[src/rtl/seg_blink_ctrl.sv]
// Seven-segment / LED / switch peripheral with hex decode and per-digit hardware blinking.
// Define SEG_CTRL_DEBOUNCE_EN to add per-switch debounce counters clocked by the blink tick.
module seg_blink_ctrl #(
    parameter int NUM_DIGITS     = 4,
    parameter int NUM_LEDS       = 8,
    parameter int NUM_SW         = 4,
    parameter int PRESCALE       = 50000,
    parameter int DEBOUNCE_TICKS = 20
) (
    input  logic                    clk_clk,
    input  logic                    reset_reset_n,
    input  logic                    wr_en,
    input  logic                    rd_en,
    input  logic [3:0]              addr,
    input  logic [31:0]             wr_data,
    output logic [31:0]             rd_data,
    output logic [8*NUM_DIGITS-1:0] seg_out,
    output logic [NUM_LEDS-1:0]     led_out,
    input  logic [NUM_SW-1:0]       sw_in
);

    localparam logic [3:0] ADDR_MASK = 4'd8;
    localparam logic [3:0] ADDR_HALF = 4'd9;
    localparam logic [3:0] ADDR_CTRL = 4'd10;
    localparam logic [3:0] ADDR_LED  = 4'd11;
    localparam logic [3:0] ADDR_SW   = 4'd12;
    localparam int         PW        = $clog2(PRESCALE);

    logic [1:0]              rst_sync_q;
    logic                    rst_n;

    logic [5:0]              digit_q [NUM_DIGITS];
    logic [5:0]              digit_d [NUM_DIGITS];
    logic [NUM_DIGITS-1:0]   mask_q, mask_d;
    logic [15:0]             half_q, half_d;
    logic                    ctrl_en_q, ctrl_en_d;
    logic [NUM_LEDS-1:0]     led_q, led_d;
    logic [PW-1:0]           presc_q, presc_d;
    logic [15:0]             cnt_q, cnt_d;
    logic                    phase_q, phase_d;
    logic [31:0]             rd_data_q, rd_data_d;
    logic [8*NUM_DIGITS-1:0] seg_q, seg_d;
    logic [NUM_SW-1:0]       sync1_q, sync2_q;
    logic [NUM_SW-1:0]       sw_state;
    logic                    tick;
    logic                    half_wr;
    logic [31:0]             rd_mux;
    logic                    unused_wr;

    assign unused_wr = ^wr_data[31:16];

    // Reset asserts asynchronously but releases on a clock edge.
    always_ff @(posedge clk_clk or negedge reset_reset_n) begin
        if (!reset_reset_n) rst_sync_q <= 2'b00;
        else                rst_sync_q <= {rst_sync_q[0], 1'b1};
    end
    assign rst_n = rst_sync_q[1];

    function automatic logic [7:0] hex_decode(input logic [3:0] v);
        case (v)
            4'h0: hex_decode = 8'hC0;
            4'h1: hex_decode = 8'hF9;
            4'h2: hex_decode = 8'hA4;
            4'h3: hex_decode = 8'hB0;
            4'h4: hex_decode = 8'h99;
            4'h5: hex_decode = 8'h92;
            4'h6: hex_decode = 8'h82;
            4'h7: hex_decode = 8'hF8;
            4'h8: hex_decode = 8'h80;
            4'h9: hex_decode = 8'h90;
            4'hA: hex_decode = 8'h88;
            4'hB: hex_decode = 8'h83;
            4'hC: hex_decode = 8'hC6;
            4'hD: hex_decode = 8'hA1;
            4'hE: hex_decode = 8'h86;
            default: hex_decode = 8'h8E;
        endcase
    endfunction

    always_comb begin
        digit_d   = digit_q;
        mask_d    = mask_q;
        half_d    = half_q;
        ctrl_en_d = ctrl_en_q;
        led_d     = led_q;
        if (wr_en) begin
            for (int i = 0; i < NUM_DIGITS; i++) begin
                if (addr == 4'(i)) digit_d[i] = wr_data[5:0];
            end
            case (addr)
                ADDR_MASK: mask_d    = wr_data[NUM_DIGITS-1:0];
                ADDR_HALF: half_d    = wr_data[15:0];
                ADDR_CTRL: ctrl_en_d = wr_data[0];
                ADDR_LED:  led_d     = wr_data[NUM_LEDS-1:0];
                default:   ;
            endcase
        end
    end

    // A BLINK_HALF write restarts the whole blink timebase in the visible phase.
    assign half_wr = wr_en && (addr == ADDR_HALF);
    assign tick    = (presc_q == PW'(PRESCALE - 1));

    always_comb begin
        presc_d = tick ? '0 : presc_q + 1'b1;
        cnt_d   = cnt_q;
        phase_d = phase_q;
        if (half_wr) begin
            presc_d = '0;
            cnt_d   = 16'd0;
            phase_d = 1'b1;
        end else if (half_q == 16'd0) begin
            cnt_d   = 16'd0;
            phase_d = 1'b1;
        end else if (tick) begin
            if (cnt_q == half_q - 16'd1) begin
                cnt_d   = 16'd0;
                phase_d = ~phase_q;
            end else begin
                cnt_d = cnt_q + 16'd1;
            end
        end
    end

    always_comb begin
        rd_mux = 32'd0;
        for (int i = 0; i < NUM_DIGITS; i++) begin
            if (addr == 4'(i)) rd_mux[5:0] = digit_q[i];
        end
        case (addr)
            ADDR_MASK: rd_mux[NUM_DIGITS-1:0] = mask_q;
            ADDR_HALF: rd_mux[15:0]           = half_q;
            ADDR_CTRL: rd_mux[0]              = ctrl_en_q;
            ADDR_LED:  rd_mux[NUM_LEDS-1:0]   = led_q;
            ADDR_SW:   rd_mux[NUM_SW-1:0]     = sw_state;
            default:   ;
        endcase
        rd_data_d = rd_en ? rd_mux : rd_data_q;
    end

    always_comb begin
        seg_d = '1;
        for (int i = 0; i < NUM_DIGITS; i++) begin
            if (!digit_q[i][5] && ctrl_en_q && !(mask_q[i] && !phase_q)) begin
                seg_d[8*i +: 8]    = hex_decode(digit_q[i][3:0]);
                seg_d[8*i + 7]     = ~digit_q[i][4];
            end
        end
    end

    always_ff @(posedge clk_clk or negedge rst_n) begin
        if (!rst_n) begin
            for (int i = 0; i < NUM_DIGITS; i++) digit_q[i] <= 6'h20;
            mask_q    <= '0;
            half_q    <= 16'd0;
            ctrl_en_q <= 1'b1;
            led_q     <= '0;
            presc_q   <= '0;
            cnt_q     <= 16'd0;
            phase_q   <= 1'b1;
            rd_data_q <= 32'd0;
            seg_q     <= '1;
            sync1_q   <= '0;
            sync2_q   <= '0;
        end else begin
            digit_q   <= digit_d;
            mask_q    <= mask_d;
            half_q    <= half_d;
            ctrl_en_q <= ctrl_en_d;
            led_q     <= led_d;
            presc_q   <= presc_d;
            cnt_q     <= cnt_d;
            phase_q   <= phase_d;
            rd_data_q <= rd_data_d;
            seg_q     <= seg_d;
            sync1_q   <= sw_in;
            sync2_q   <= sync1_q;
        end
    end

`ifdef SEG_CTRL_DEBOUNCE_EN
    localparam int DBW = $clog2(DEBOUNCE_TICKS + 1);

    logic [NUM_SW-1:0] sw_q, sw_d;
    logic [DBW-1:0]    db_cnt_q [NUM_SW];
    logic [DBW-1:0]    db_cnt_d [NUM_SW];

    // A bit flips only after DEBOUNCE_TICKS consecutive ticks of disagreement.
    always_comb begin
        sw_d     = sw_q;
        db_cnt_d = db_cnt_q;
        for (int i = 0; i < NUM_SW; i++) begin
            if (sync2_q[i] == sw_q[i]) begin
                db_cnt_d[i] = '0;
            end else if (tick) begin
                if (db_cnt_q[i] == DBW'(DEBOUNCE_TICKS - 1)) begin
                    sw_d[i]     = sync2_q[i];
                    db_cnt_d[i] = '0;
                end else begin
                    db_cnt_d[i] = db_cnt_q[i] + 1'b1;
                end
            end
        end
    end

    always_ff @(posedge clk_clk or negedge rst_n) begin
        if (!rst_n) begin
            sw_q <= '0;
            for (int i = 0; i < NUM_SW; i++) db_cnt_q[i] <= '0;
        end else begin
            sw_q     <= sw_d;
            db_cnt_q <= db_cnt_d;
        end
    end

    assign sw_state = sw_q;
`else
    localparam int UNUSED_DB = DEBOUNCE_TICKS;
    assign sw_state = sync2_q;
`endif

    assign rd_data = rd_data_q;
    assign seg_out = seg_q;
    assign led_out = led_q;

endmodule

[config.mk]
export PLATFORM = sky130hd
export DESIGN_NAME = seg_blink_ctrl
export DESIGN_NICKNAME = d
export VERILOG_FILES = /design/src/rtl/seg_blink_ctrl.sv
export SDC_FILE = /design/constraint.sdc
export NUM_CORES = 1
export LEC_CHECK = 0
export CAP_MARGIN = 10
export CORE_ASPECT_RATIO = 2
export CORE_MARGIN = 8
export CORE_UTILIZATION = 30
export DETAILED_ROUTE_END_ITERATION = 10
export DONT_BUFFER_PORTS = 1
export MAX_ROUTING_LAYER = met4
export SLEW_MARGIN = 25
export SYNTH_ARGS = -nofsm -noshare
export SYNTH_HDL_FRONTEND = slang
export SYNTH_SLANG_ARGS = --single-unit
[constraint.sdc]
create_clock -name clk_clk -period 13.7 [get_ports clk_clk]
set_clock_uncertainty 0.05 [all_clocks]
set_input_delay 0.685 -clock clk_clk [delete_from_list [all_inputs] [get_ports clk_clk]]
set_output_delay 0.685 -clock clk_clk [all_outputs]
set_load 0.01 [all_outputs]
Word-level counts from Yosys, hierarchy flattened
Memories as Yosys holds them, arrays and structs flattened. Cells that the tools add are included.

Register bits: 144. Memory bits (read-only): 448. Input bits: 44. Word-level logic and storage cells: 95. Memories: 4.

Memory list: (no name shown) (words 16, width 7, rd ports 1, clocked after Yosys merged registers in 0, write ports 0, line 60) `case (v)`; (no name shown) (words 16, width 7, rd ports 1, clocked after Yosys merged registers in 0, write ports 0, line 60); (no name shown) (words 16, width 7, rd ports 1, clocked after Yosys merged registers in 0, write ports 0, line 60); (no name shown) (words 16, width 7, rd ports 1, clocked after Yosys merged registers in 0, write ports 0, line 60).

$add $sub $neg: 3. Equal/unequal tests: 10. Mux-type cells: 22. Bitwise operators: 5. Reduce and logical (&&, ||, !) cells: 35.

Operators by type and width (count): $mux 16 (6); $mux 8 (5); $add 16x1->16 const B (2); $mux 6 (4); $eq 4x4->1 const B (5); $reduce_and 2->1 (9); $eq 16x16->1 (1); $eq 16x16->1 const B (1); $logic_not 16->1 (1); $sub 16x1->16 const B (1); $logic_and 1x1->1 (13); $pmux 3 s4 (1); $logic_not 1->1 (9); $eq 4x2->1 const B (2); $pmux 4 s2 (1); $reduce_bool 3->1 (2); $not 1->1 (5); $pmux 1 s5 (1); $eq 4x1->1 const B (1); $logic_not 4->1 (1); $mux 1 (4).

Logic depth before layout (Yosys ltp)
Depth in word-level cells: 6. Mapped depth: 11.

Least setup slack after synthesis
Ideal clock, no wire load.

Path kind: reg-to-reg. From: register half_q[0]. To: register cnt_q[10]. Library setup time: 0.119 ns. Data arrival time: 2.592 ns. Required time: 13.531 ns. Slack: 10.939 ns. Cell stages (with the launch flop): 12. Cell sequence: dfrtp_1 -> inv_1 -> ha_1 -> nor3b_1 -> nand2_1 -> xnor2_1 -> or4_1 -> a211oi_2 -> a21oi_2 -> nor2_4 -> buf_8 -> nor2_2.

Cells in the longest elaborated chain, start to end: 6. Elaborated cells on any way between the ends: 8. Those cells by class: add/sub (1); eq/ne (1); mux (4); reduce/logical (2).

RTL lines: from (decl) (line 35) `logic [15:0] half_q, half_d;`; from (signal assigned) (line 168) `half_q <= half_d;`; $sub 16x1->16 (line 116) `if (cnt_q == half_q - 16'd1) begin`; $eq 16x16->1 (line 116); $mux 16 (line 116); $mux 16 (line 115) `end else if (tick) begin`; $mux 16 (line 112) `end else if (half_q == 16'd0) begin`; $mux 16 (line 108) `if (half_wr) begin`; to (signal assigned) (line 172) `cnt_q <= cnt_d;`; to (decl) (line 39) `logic [15:0] cnt_q, cnt_d;`.

Several ways; a longest one is shown, not always the timed one. The select of a mux whose other input is x is not followed. A chain may end at the register's enable or synchronous reset.

Worst setup path after layout
From: register half_q[0]. To: register cnt_q[3].

Same word-level chain as after synthesis.

==> impl_metrics.ini <==
[pwr]
power.leakage_nw = 3.40
total_power_mw = 1.37
worst_ir_drop_vdd_mv = 0.0697
powerDensity_nw_per_um2 = 164

[drt]
drt_wl_total_um = 19400
drcViolationCount = 0
routed.top_layer = met4
routed-wl-met2_um = 11500
vias = 5025
drt-vias-per-instance = 4.92
wl_met3_um = 994
detail_route.first_pass.iterations = 4
met1_length_um = 6280
routed_wire_length_per_instance_um = 19.0
final_antenna_net_count = 0
initialDrtViolationCount = 204

[placed_design]
detailedPlacementHpwl_um = 14700
post_dp_cell_area_um2 = 7750
place.port_buffers = 0
last_weighted_congestion_value_of_the_routability_driven_placer = 0.844
worst_setup_slack_after_placement_ns = 10.10

[clock_tree]
clockRootBuffer = clkbuf_16
cts.sink_count = 144
cts_inserted_buffers = 17
max-clock-path-buffers = 2
cts-htree-levels = 4
tritoncts = done
worst_skew_pair_later_pin_latency_ns = 0.44
cts_setup_buffers = 0
clk_pin_slew_worst_paths_ns = 0.06

[worst_setup_path]
crit-reg2reg-capture = cnt_q[3]
cp-start-kind = flip-flop
reg2reg_from = half_q[0]
worst-r2r-cell-count = 10
cell_family_with_most_cp_delay = simple AND/OR/NAND/NOR gates
timing.critical_path.cells = inv_1 > ha_1 > nor3b_1 > nand2_1 > xnor2_1 > or4_1 > a211oi_2 > a21oi_2 > nor2_4 > nor2_1
worst-endpoint-arrival_ns = 3.88
critPathMaxStageDelay_ns = 0.73
crit_fanout = 11
critPathRequiredTime_ns = 13.96
timing.critical_path.buf_inv = 1
timing.critical_path.to_type = flip-flop
timing.critical_path.depth = 10
timing.setup.critical_path_class = flip-flop to flip-flop
critical-path-slowest-cell = nor3b_1
reg2reg_setup_slack_ns = 10.08

[yosys]
netlist.top_cell.by_area = dfrtp_1
post_synthesis_average_cell_area_um2 = 11.0
ys_seq_elements = 144
synth_cell_type_count = 65
synth_area_um2 = 7460
yosysWarningCount = 0
yosysSeqAreaShare = 0.490
synth_edf_count = 0
synthTopCellsByArea = dfrtp_1 36%, dfstp_2 13%, mux2_2 7.4%
synth.top_cells.by_count = 106 x dfrtp_1, 49 x mux2_2, 47 x nor2_1, 45 x nand2_1, 39 x inv_1
synth.top_cell.area_share = 0.356
synth-main-ff-cell = dfrtp_1
synth_most_common_cell = dfrtp_1
netlist_instances = 678
synthArstFlopShare = 1.00

[hold_path]
timing.hold.worst_endpoint = sync1_q[2]
min_path_cells = 0
hp-class = input pin to flip-flop
hp-start = sw_in[2]

[sta]
clock.fmax_mhz = 276
fin_crit_sh = 0.264
post-route-min-period_ns = 3.62
setup-tns-final_ns = 0
worst_pin_slew_ns = 0.960
postLayoutSetupSlackWorst_ns = 10.08
relSlewSlack = 0.360
rsz_0062_raised_after_global_routing = false
slew_limit_fails = 0
hold_viol_final = 0
fin_hold_ws_ns = 0.223
setup_viol_count_final = 0

[die]
floorplan.rows = 81
core-area_um2 = 24400
initial_core_utilization = 0.305
chipHeight_um = 239
die_width_um = 127
io_pins = 116
design.die.area_um2 = 30500

[grt]
via_count_of_the_first_global_routing_pass = 5221
maximum_number_of_pins_on_one_net_before_global_route_repair = 78
grt_usage = 0.135
grt_antenna_before_repair = 0
overflow_left_after_global_routing = 0
grt_first_pass_wirelength_um = 30300

[finish]
area_overhead_of_the_layout_relative_to_synthesis_pct = 12.0
fin_nets = 748
postLayoutCellArea_um2 = 8350
diodes = 0
final_layout_size_suffix_gt1_frac = 0.226

[status]
outcome = complete, no violations

[run]
max_cap_viol_count = 0
## cells by family (layout without fill, tap and decap cells)
kind of cell | count (synthesis) | in the layout | share of synthesized area
compound gates | 109 | 109 | 0.0995
xor+xnor | 46 | 46 | 0.0540
fa+ha+maj | 27 | 27 | 0.0453
buf+inv | 78 | 75 | 0.0493
flops | 144 | 144 | 0.490
mux | 68 | 68 | 0.116
other cells | 2 | 17 | 0.00101
simple gates | 204 | 204 | 0.145
## stage by stage
stage | instances | util
2_1_floorplan | 693 | -
3_3_place_gp | 989 | 0.317
3_5_place_dp | 989 | 0.317
4_1_cts | 1022 | 0.342
5_1_grt | 1022 | 0.342
6_report | 1022 | 0.342
## layout by cell type, fill, tap and decap left out, drive strengths merged, types with 19 or more instances in the layout
cell	count
clkbuf	19
dfrtp	106
dfstp	38
ha	27
inv	40
mux2	49
nand2	45
nand3	30
nor2	58
o21ai	32
xnor2	26
xor2	20
## report_power, final
part / switching (mW) / internal, mW / leakage, nW
logic: 0.130 / 0.125 / 1.41
registers: 0.122 / 0.528 / 1.71
clock network: 0.187 / 0.277 / 0.273
total: 0.438 / 0.929 / 3.40
## area by class of cell
class	count	area, um2
clock buffers	19	453
well taps	332	415
flip-flops and latches	144	3650
fillers	2444	16100
multi-input cells	471	3510
repair buffers	4	36.3
inverters	39	146
clock inverters	13	138
## how the worst max path moves through the flow
stage	slack, ns	end	start
after floorplan	9.41	cnt_q[0]	rst_sync_q[1]
after global placement	10.15	cnt_q[3]	half_q[0]
after detailed placement	10.10	cnt_q[3]	half_q[0]
after CTS	10.10	cnt_q[3]	half_q[0]
after global routing	9.83	cnt_q[15]	half_q[0]
final	10.08	cnt_q[3]	half_q[0]
## layer usage
layer,up-vias,track usage
met2,85,0.260
met4,0,0.0689
met5,-,-
li1,2368,-
met1,2543,0.114
met3,29,0.0384
## registers in the layout (all words and copies together) (netlist names)
register	flops
mask_q	4
led_out	8
phase_q	1
cnt_q	16
half_q	16
presc_q	16
sw_state	4
rd_data	16
rst_sync_q	2
digit_q	24
ctrl_en_q	1
sync1_q	4
seg_out	32
## repair_timing
action,4_1_cts,5_1_grt
hold buffers,1,0
setup endpoints to repair,0,0
resized for setup,0,0
hold endpoints to repair,2,0
Note: power is estimated with default switching activity, not from simulation.
